[src/rtl/dram_pkg.sv]
`default_nettype none
// ============================================================================
// Module      : dram_pkg
// Description : Burst geometry, AXI constants and engine state encoding
//               shared by the DRAM read and write engines.
// Revision    : 1.0 - initial release
// ============================================================================
package dram_pkg;

    localparam int BURST_BEATS = 16;
    localparam int BURST_BYTES = 128;
    localparam int BURST_SHIFT = 7;

    localparam logic [3:0] AXI_LEN   = 4'(BURST_BEATS - 1);
    localparam logic [1:0] AXI_SIZE  = 2'b11;
    localparam logic [1:0] AXI_BURST = 2'b01;
    localparam logic [7:0] AXI_WSTRB = 8'hFF;

    typedef enum logic [1:0] {
        ST_IDLE       = 2'd0,
        ST_FRAME_IDLE = 2'd1,
        ST_ADDR       = 2'd2,
        ST_DATA_RESP  = 2'd3
    } dram_state_e;

endpackage
`default_nettype wire

[src/rtl/dram_writer.sv]
`default_nettype none
// ============================================================================
// Module      : dram_writer
// Description : Streams a frame from an upstream FIFO into DRAM as a series
//               of 16-beat, 64-bit AXI INCR write bursts, one in flight.
// Revision    : 1.0 - initial release
// ============================================================================
module dram_writer
    import dram_pkg::*;
(
    input  logic        fclk,
    input  logic        rst_n,

    output logic        M2S_AXI_ACLK,
    output logic        M2S_AXI_AWVALID,
    input  logic        M2S_AXI_AWREADY,
    output logic [31:0] M2S_AXI_AWADDR,
    output logic [1:0]  M2S_AXI_AWBURST,
    output logic [3:0]  M2S_AXI_AWLEN,
    output logic [1:0]  M2S_AXI_AWSIZE,
    output logic        M2S_AXI_WVALID,
    input  logic        M2S_AXI_WREADY,
    output logic        M2S_AXI_WLAST,
    output logic [63:0] M2S_AXI_WDATA,
    output logic [7:0]  M2S_AXI_WSTRB,
    input  logic        M2S_AXI_BVALID,
    output logic        M2S_AXI_BREADY,
    input  logic [1:0]  M2S_AXI_BRESP,

    input  logic        wr_frame_valid,
    output logic        wr_frame_ready,
    input  logic [31:0] wr_BUF_ADDR,
    input  logic [31:0] wr_FRAME_BYTES,
    output logic        wr_frame_done,
    output logic        wr_error,

    input  logic        din_burst_valid,
    input  logic        din_valid,
    output logic        din_ready,
    input  logic [63:0] din,

    output logic [1:0]  debug_astate
);

    dram_state_e             state_q;
    logic                    awvalid_q;
    logic [31:0]             awaddr_q;
    logic [31-BURST_SHIFT:0] bursts_left_q;
    logic [3:0]              beat_cnt_q;
    logic                    data_done_q;
    logic                    done_q;
    logic                    error_q;

    logic                    w_data_phase;
    logic                    w_wfire;
    logic [31-BURST_SHIFT:0] w_frame_bursts;
    logic                    w_unused_bytes;

    // Sub-burst remainder bytes are never written; a zero-length frame still
    // produces one burst.
    assign w_frame_bursts = (wr_FRAME_BYTES[31:BURST_SHIFT] == '0)
                          ? (32-BURST_SHIFT)'(1)
                          : wr_FRAME_BYTES[31:BURST_SHIFT];
    assign w_unused_bytes = ^wr_FRAME_BYTES[BURST_SHIFT-1:0];

    assign w_data_phase = (state_q == ST_DATA_RESP) && !data_done_q;
    assign w_wfire      = M2S_AXI_WVALID && M2S_AXI_WREADY;

    always_ff @(posedge fclk or negedge rst_n) begin
        if (!rst_n) begin
            state_q       <= ST_IDLE;
            awvalid_q     <= 1'b0;
            awaddr_q      <= 32'h0;
            bursts_left_q <= '0;
            beat_cnt_q    <= 4'h0;
            data_done_q   <= 1'b0;
            done_q        <= 1'b0;
            error_q       <= 1'b0;
        end else begin
            done_q <= 1'b0;
            case (state_q)
                ST_IDLE: begin
                    if (wr_frame_valid) begin
                        awaddr_q      <= wr_BUF_ADDR;
                        bursts_left_q <= w_frame_bursts;
                        error_q       <= 1'b0;
                        state_q       <= ST_FRAME_IDLE;
                    end
                end
                ST_FRAME_IDLE: begin
                    if (din_burst_valid) begin
                        awvalid_q <= 1'b1;
                        state_q   <= ST_ADDR;
                    end
                end
                ST_ADDR: begin
                    if (M2S_AXI_AWREADY) begin
                        awvalid_q   <= 1'b0;
                        beat_cnt_q  <= AXI_LEN;
                        data_done_q <= 1'b0;
                        state_q     <= ST_DATA_RESP;
                    end
                end
                ST_DATA_RESP: begin
                    if (!data_done_q) begin
                        if (w_wfire) begin
                            beat_cnt_q <= beat_cnt_q - 4'd1;
                            if (beat_cnt_q == 4'd0) begin
                                data_done_q <= 1'b1;
                            end
                        end
                    end else if (M2S_AXI_BVALID) begin
                        if (M2S_AXI_BRESP != 2'b00) begin
                            error_q <= 1'b1;
                        end
                        awaddr_q      <= awaddr_q + 32'(BURST_BYTES);
                        bursts_left_q <= bursts_left_q - 1'b1;
                        if (bursts_left_q == (32-BURST_SHIFT)'(1)) begin
                            done_q  <= 1'b1;
                            state_q <= ST_IDLE;
                        end else begin
                            state_q <= ST_FRAME_IDLE;
                        end
                    end
                end
                default: state_q <= ST_IDLE;
            endcase
        end
    end

    assign M2S_AXI_ACLK    = fclk;
    assign M2S_AXI_AWVALID = awvalid_q;
    assign M2S_AXI_AWADDR  = awaddr_q;
    assign M2S_AXI_AWBURST = AXI_BURST;
    assign M2S_AXI_AWLEN   = AXI_LEN;
    assign M2S_AXI_AWSIZE  = AXI_SIZE;

    // Data path is a pure pass-through; the FIFO sees WREADY only in the data phase.
    assign M2S_AXI_WVALID  = w_data_phase && din_valid;
    assign din_ready       = w_data_phase && M2S_AXI_WREADY;
    assign M2S_AXI_WDATA   = din;
    assign M2S_AXI_WSTRB   = AXI_WSTRB;
    assign M2S_AXI_WLAST   = w_data_phase && (beat_cnt_q == 4'd0);
    assign M2S_AXI_BREADY  = (state_q == ST_DATA_RESP) && data_done_q;

    assign wr_frame_ready  = (state_q == ST_IDLE);
    assign wr_frame_done   = done_q;
    assign wr_error        = error_q;
    assign debug_astate    = state_q;

endmodule
`default_nettype wire
[config.mk]
export PLATFORM = sky130hd
export DESIGN_NAME = dram_writer
export DESIGN_NICKNAME = d
export VERILOG_FILES = /design/src/rtl/dram_pkg.sv /design/src/rtl/dram_writer.sv
export SDC_FILE = /design/constraint.sdc
export NUM_CORES = 1
export LEC_CHECK = 0
export CORE_ASPECT_RATIO = 0.6
export CORE_MARGIN = 2
export CORE_UTILIZATION = 35
export DETAILED_ROUTE_END_ITERATION = 7
export PLACE_DENSITY = 0.8
export SYNTH_ARGS = -nofsm -noshare
export SYNTH_HDL_FRONTEND = slang
export SYNTH_SLANG_ARGS = --single-unit
[constraint.sdc]
create_clock -name fclk -period 5.8 [get_ports fclk]
set_clock_uncertainty 0.15 [all_clocks]
set_input_delay 1.16 -clock fclk [delete_from_list [all_inputs] [get_ports fclk]]
set_output_delay 1.16 -clock fclk [all_outputs]
set_load 0.02 [all_outputs]
* After elaboration in Yosys (flattened, before gate mapping)
Cells that the tools add are included. Widths: inputs -> output; s select.
Operators by class: add/subtract/negate cells 3, equal/unequal tests 12, muxes and demuxes 36, reduce and logical (&&, ||, !) cells 20
Operator list (number):
- $mux 25 | 4
- $mux 32 | 3
- $pmux 32 s2 | 1
- $pmux 25 s2 | 1
- $add 32x8->32 const B | 1
- $eq 25x1->1 const B | 1
- $logic_not 25->1 | 1
- $sub 25x1->25 const B | 1
- $mux 1 | 14
- $ne 2x2->1 const B | 7
- $mux 4 | 3
- $mux 2 | 5
- $reduce_and 5->1 | 2
- $pmux 2 s4 | 1
- $pmux 4 s2 | 1
- $reduce_and 4->1 | 2
- $reduce_bool 2->1 | 4
- $logic_and 1x1->1 | 6
- $pmux 1 s2 | 3
- $eq 2x2->1 const B | 2
- $logic_not 4->1 | 1
- $sub 4x1->4 const B | 1
- $reduce_and 3->1 | 1
- $eq 2x1->1 const B | 1
- 4 further kinds | 4
Storage, ports and cells: register bits after elaboration 67, input bits 138, output and inout bits 123, logic and storage cells 79

* Depth between registers and ports, before layout
Gate-level depths: netlist of the first run.
depth after elaboration 7, depth in mapped cells 9, depth with buffers taken out 7

==> flow_summary.toml, run 1 <==
[worst_setup_path]
cp_top_family = "buffers and inverters"
rrSetupSlack_ns = 2.16
worst-path-buf-inv = 3
r2r_start = "debug_astate[0]$_DFFE_PN0P_"
crit_chain = "clkbuf_16, clkbuf_16, clkdlybuf4s50_1"
critPathKind = "clk2out"
path_common_cell = "clkbuf_16"
slowest_stage = "clkdlybuf4s50_1"
end_kind = "output pin"
start_kind = "clock port"
reg2regPathDepth = 9
r2r-end = "M2S_AXI_AWADDR[31]$_DFFE_PN0P_"
required_ns = 4.49
cp.arrival_ns = 3.67
crit_path_max_incr_delay_ns = 0.53
path_max_fanout = 2

[floorplanning]
die_w_um = 155
fp.dieH_um = 94.5
rows = 33
die_area_mm2 = 0.0146
core_mm2 = 0.0135
io_pins = 261
initial_core_util_pct = 35.4

[yosys]
ys.flop_type = "dfrtp_1"
ys_async_sr_fraction_pct = 100
ys_ff_latch = 67
ys.warnings.count = 0
netlist_area_mm2 = 0.00478
avgSynthCellArea_um2 = 8.15
synth_top_area_share_pct = 35.1
yosysUniqueCellTypes = 58
synth_edf_count = 0
synth-seq-area-share_pct = 35.1
synth_area_leader_cell = "dfrtp_1"
synthTopCellsByArea = "dfrtp_1 (35%), buf_4 (13%), nand2_1 (5.8%)"
syn_inst = 587

[min_path]
holdPathStages = 2
holdPathEnd = "M2S_AXI_AWADDR[3]$_DFFE_PN0P_"
holdCritPathClass = "reg2reg"
hp-start = "M2S_AXI_AWADDR[3]$_DFFE_PN0P_"

[power_and_ir_drop]
peakVddDrop_uv = 283
p_leak_uw = 0.00228
p_per_area_mw_per_mm2 = 561
total_power_uw = 3260

[clock_tree]
cts_hold_buf = 0
cts_resized = 0
cts_tree = "built"
clk_pin_slew_ns = 0.06
cts_setup_buffers = 0
clk_latency_ns = 0.44

[drt]
wirelength_um = 15100
drcViolationCount = 0
drtIter0Drc = 489
firstDrtPassIters = 5
ant_nets = 0
wl_per_cell_um = 18.9
vias = 4572
vias_per_cell = 5.72

[timing]
setup_viol = 0
finalHoldViolCount = 0
final.setup.tns_ns = 0
rsz0062_at_grt = "no"
slew_headroom_pct = 17.2
finalMaxSlewViolations = 0
worst_slew_pin_slew_ns = 1.23

[layout]
regArea_mm2 = 0.00168
layout.nets = 768
diodes = 0
final_layout_size_suffix_gt1_share_pct = 5.44
nFillCells = 1305
areaGrowthSynthToFinish_pct = 21.7
multi_input_area_mm2 = 0.00239

[placed_design]
dp_hpwl_um = 10800
io_buffer_count = 109
routabilityCongestion = 0.888

[status]
outcome = "completed"

[global_routing]
grt_pass1_vias = 4028
grt_max_degree = 47
grt_first_pass_wirelength_um = 23100
grt_use_total_pct = 20.6
grt-ovfl-total = 0
antenna_found_initial = 0

[job]
maxCapViolCount = 0
cell families (layout without fill, tap and decap cells):
logic type                 Yosys count  after routing  share of synthesized area (%)
AOI/OAI and AO/OA                  143            143                           19.2
xor gates and xnor gates             2              2                          0.366
buffers and inverters              124            148                           16.1
DFF                                 67             67                           35.1
and+or+nand+nor                    228            228                           24.2
other                                2             16                          0.157
muxes                               12             12                           2.54
adders and majority gates            9              9                           2.35
flip-flops by register name, indices dropped and copies added (netlist names):
register and flops:
wr_frame_done 1, M2S_AXI_AWADDR 32, data_done_q 1, M2S_AXI_AWVALID 1, debug_astate 2, wr_error 1
beat_cnt_q 4, bursts_left_q 25
through the flow:
stage / utilization (%) / setup WS [ns] / cells / hold WS, ns / cell area (um2)
4_1_cts: 43.1 / 0.811 / 800 / 0.320 / 5820
3_3_place_gp: 40.6 / 1.08 / 782 / 0.300 / 5480
2_1_floorplan: - / 1.46 / 601 / 0.340 / 4830
6_report: 43.1 / 0.816 / 800 / 0.312 / 5820
5_1_grt: 43.1 / 0.805 / 800 / 0.346 / 5820
3_5_place_dp: 40.6 / 1.08 / 782 / 0.307 / 5480
cells in the mapped netlist (all sizes together) (3+ instances only):
cell	count
nor2b	4
nor4	18
nor2	28
mux2i	11
a22oi	7
dfrtp	67
nand2	74
and4	3
inv	13
a32oi	7
o211ai	5
and2	6
a2bb2oi	8
a221o	6
clkbuf	25
or3	6
nand4	14
ha	9
o21ai	29
a21oi	44
and3	5
nand3	29
a31oi	4
o22ai	15
or4	9
nor3	22
buf	86
worst max path at each step:
stage                     slack [ns]  depth (start not counted)  startpoint            to
after floorplan                 1.46                          1        fclk  M2S_AXI_ACLK
after global placement          1.08                          1        fclk  M2S_AXI_ACLK
after detailed placement        1.08                          1        fclk  M2S_AXI_ACLK
after CTS                       0.81                          3        fclk  M2S_AXI_ACLK
after global routing            0.81                          3        fclk  M2S_AXI_ACLK
final                           0.82                          3        fclk  M2S_AXI_ACLK
final cells by class:
type	instances	share of cell area (%)
clock buffer	17	5.76
clock inverter	2	0.215
inverter	13	0.839
multi-input combinational	410	41.1
sequential	67	28.8
tap	175	3.76
timing repair buffer	116	19.5
power breakdown:
group          switching, uW  internal (uW)  total, uW
sequential               295            682        978
combinational            963            695       1660
clock                    228            398        626
layer usage:
layer  GRT usage (%)  up-vias  share of wire (%)
met4            4.32        0               0.46
met5            1.70        -                  0
li1                -     2120                  -
met3            9.59       11                 13
met2            24.7      292                 37
met1            32.0     2149                 49
tightest hold or removal path: stages, from the launching register on:
cell and delay (ns):
dfrtp_1 0.34, nand2_1 0.05, nand2_1 0.05
cell usage in the layout (no fill, tap or decap), types with 5 or more instances in the layout:
cell type	instances
clkdlybuf4s50_1	108
nand2_1	74
dfrtp_1	67
a21oi_1	43
nand3_1	29
o21ai_0	29
nor2_1	28
nor3_1	22
nor4_1	18
conb_1	16
o22ai_1	15
nand4_1	14
inv_1	13
clkbuf_16	12
mux2i_1	11
a2bb2oi_1	8
ha_1	8
buf_4	8
or4_1	7
a22oi_1	7
a32oi_1	7
and2_1	6
a221o_1	6
and3_1	5
o211ai_1	5
Power figures use the tool's default switching activity.
==> run 2, diff against run 1 <==
--- a/config.mk
+++ b/config.mk
@@ -8,6 +8,7 @@
 export CORE_ASPECT_RATIO = 0.6
 export CORE_MARGIN = 2
 export CORE_UTILIZATION = 35
+export CTS_CLUSTER_SIZE = 12
 export DETAILED_ROUTE_END_ITERATION = 7
 export PLACE_DENSITY = 0.8
 export SYNTH_ARGS = -nofsm -noshare
==> results of run 2 <==
The final DEF is identical to that of run 1; final timing and power are the same.
==> run 3, diff against run 2 <==
--- a/config.mk
+++ b/config.mk
@@ -7,10 +7,11 @@
 export LEC_CHECK = 0
 export CORE_ASPECT_RATIO = 0.6
 export CORE_MARGIN = 2
-export CORE_UTILIZATION = 35
+export CORE_UTILIZATION = 36
 export CTS_CLUSTER_SIZE = 12
 export DETAILED_ROUTE_END_ITERATION = 7
-export PLACE_DENSITY = 0.8
+export PLACE_DENSITY = 0.85
+export SLEW_MARGIN = 25
 export SYNTH_ARGS = -nofsm -noshare
 export SYNTH_HDL_FRONTEND = slang
 export SYNTH_SLANG_ARGS = --single-unit
==> constraint.sdc (replaced) <==
create_clock -name fclk -period 4.5 [get_ports fclk]
set_clock_uncertainty 0.15 [all_clocks]
set_input_delay 0.9 -clock fclk [delete_from_list [all_inputs] [get_ports fclk]]
set_output_delay 0.9 -clock fclk [all_outputs]
set_load 0.02 [all_outputs]
==> run 3 against run 2 <==
  * Non-clock buffer count up 1
  * Global-route usage down 0.12 points
  * Cell count down 0.50%
  * Largest cell class unchanged
==> flow_summary.toml, run 3 (synthesis results as in run 1) <==
[worst_setup_path]
crit_path_max_incr_delay_ns = 0.52
end_kind = "output pin"
cp_top_family = "buffers and inverters"
path_common_cell = "clkbuf_16"
slowest_stage = "clkdlybuf4s50_1"
critPathKind = "clk2out"
crit_chain = "clkbuf_16, clkbuf_16, clkdlybuf4s50_1"
path_max_fanout = 2
required_ns = 3.45
worst-path-buf-inv = 3
cp.arrival_ns = 3.02
start_kind = "clock port"

[drt]
drcViolationCount = 0
vias = 4612
wirelength_um = 14700
wl_per_cell_um = 18.4
ant_nets = 0
vias_per_cell = 5.79
firstDrtPassIters = 6
drtIter0Drc = 557

[timing]
timing.final.ws_setup_ns = 0.431
finalHoldViolCount = 0
worst_slew_pin_slew_ns = 1.01
finalMaxSlewViolations = 0
final.setup.tns_ns = 0
setup_viol = 0
rsz0062_at_grt = "no"
slew_headroom_pct = 31.7
whs_ns = 0.316

[power_and_ir_drop]
internal_power_uw = 2320
swShare_pct = 45.0
pwr-share-comb_pct = 50.4
sequentialPowerShare_pct = 29.8
power_frac_clock_pct = 19.8
peakVddDrop_uv = 343
switchingPower_uw = 1900
p_leak_uw = 0.00230
p_per_area_mw_per_mm2 = 723

[layout]
layout.nets = 769
layout_commonest_cell = "clkdlybuf4s50_1"
most-common-layout-cells = "clkdlybuf4s50_1 (108), nand2_1 (74), dfrtp_1 (67), a21oi_1 (43)"
areaGrowthSynthToFinish_pct = 22.1
regArea_mm2 = 0.00168
nFillCells = 1270
largest_reg_flops = 32
final_cells = 796
multi_input_area_mm2 = 0.00239
final_layout_size_suffix_gt1_share_pct = 5.91
post-route-util_pct = 45.3
diodes = 0

[placed_design]
dp_hpwl_um = 10500
routabilityCongestion = 0.898
dp_cells = 778
io_buffer_count = 109
preCtsSetupSlack_ns = 0.692

[job]
maxCapViolCount = 0

[floorplanning]
rows = 32
io_pins = 261
die_area_mm2 = 0.0143
fp.dieH_um = 93.3
core_mm2 = 0.0129
initial_core_util_pct = 37.1
die_w_um = 153

[global_routing]
grt_use_total_pct = 20.5
grt_max_degree = 68
grt_pass1_vias = 4162
grt_first_pass_wirelength_um = 22800
antenna_found_initial = 0
grt-ovfl-total = 0

[clock_tree]
cts_setup_buffers = 0
clk_pin_slew_ns = 0.05
clk_latency_ns = 0.45
cts_hold_buf = 0
cts_resized = 0
cts_tree = "built"

[status]
outcome = "completed"

[min_path]
holdCritPathClass = "reg2reg"
[run 3: changes by cell type in the layout (fill, tap and decap cells not counted), sizes merged]
| cell | change |
|---|---|
| buf | +1 |
| clkinvlp | -1 |
| clkinv | +1 |
[run 3: layout make-up]
cell class | count | share of cell area, %
Inverter | 13 | 0.836
Clock inverter | 2 | 0.171
Clock buffer | 17 | 6.09
Timing Repair Buffer | 117 | 19.6
Sequential cell | 67 | 28.7
Multi-Input combinational cell | 410 | 40.9
Tap cell | 170 | 3.64
[run 3: power by group through the flow]
| stage | clock [uW] | sequential, uW | combinational (uW) |
|---|---|---|---|
| global route | 881 | 1310 | 2330 |
| detailed placement | 29.8 | 1250 | 2100 |
| CTS | 852 | 1250 | 2110 |
| floorplan | 26.0 | 1310 | 1350 |
| global placement | 29.8 | 1240 | 2050 |
| finish | 835 | 1260 | 2130 |
[run 3: path summary, 6_finish.rpt]
check | startpoint | endpoint | cells after the start | slack [ns]
max | fclk | M2S_AXI_ACLK | 3 | 0.43
min | M2S_AXI_AWADDR[3]$_DFFE_PN0P_ | M2S_AXI_AWADDR[3]$_DFFE_PN0P_ | 2 | 0.32
max reg2reg | debug_astate[1]$_DFFE_PN0P_ | bursts_left_q[19]$_DFFE_PN0P_ | 5 | 1.49
min reg2reg | M2S_AXI_AWADDR[3]$_DFFE_PN0P_ | M2S_AXI_AWADDR[3]$_DFFE_PN0P_ | 2 | 0.32
max in group asynchronous | rst_n | bursts_left_q[21]$_DFFE_PN0P_ | 2 | 2.86
min in group asynchronous | rst_n | debug_astate[0]$_DFFE_PN0P_ | 1 | 0.37
[run 3: layer usage]
metal  GRT usage, %  vias to the layer above  wire length, um
li1               -                     2119                -
met1           30.5                     2197             6920
met2           26.0                      287             5770
met3           9.82                        9             1940
met4           4.71                        0               47
met5              0                        -                0
[run 3: per-stage QoR]
step	area, um2	total power [uW]
2_1_floorplan	4830	2680
3_3_place_gp	5480	3310
3_5_place_dp	5480	3380
4_1_cts	5840	4210
5_1_grt	5840	4520
6_report	5840	4220
[run 3: tightest hold or removal path: stages (launching register included)]
cell and delay [ns]:
dfrtp_1 0.34, nand2_1 0.05, nand2_1 0.05
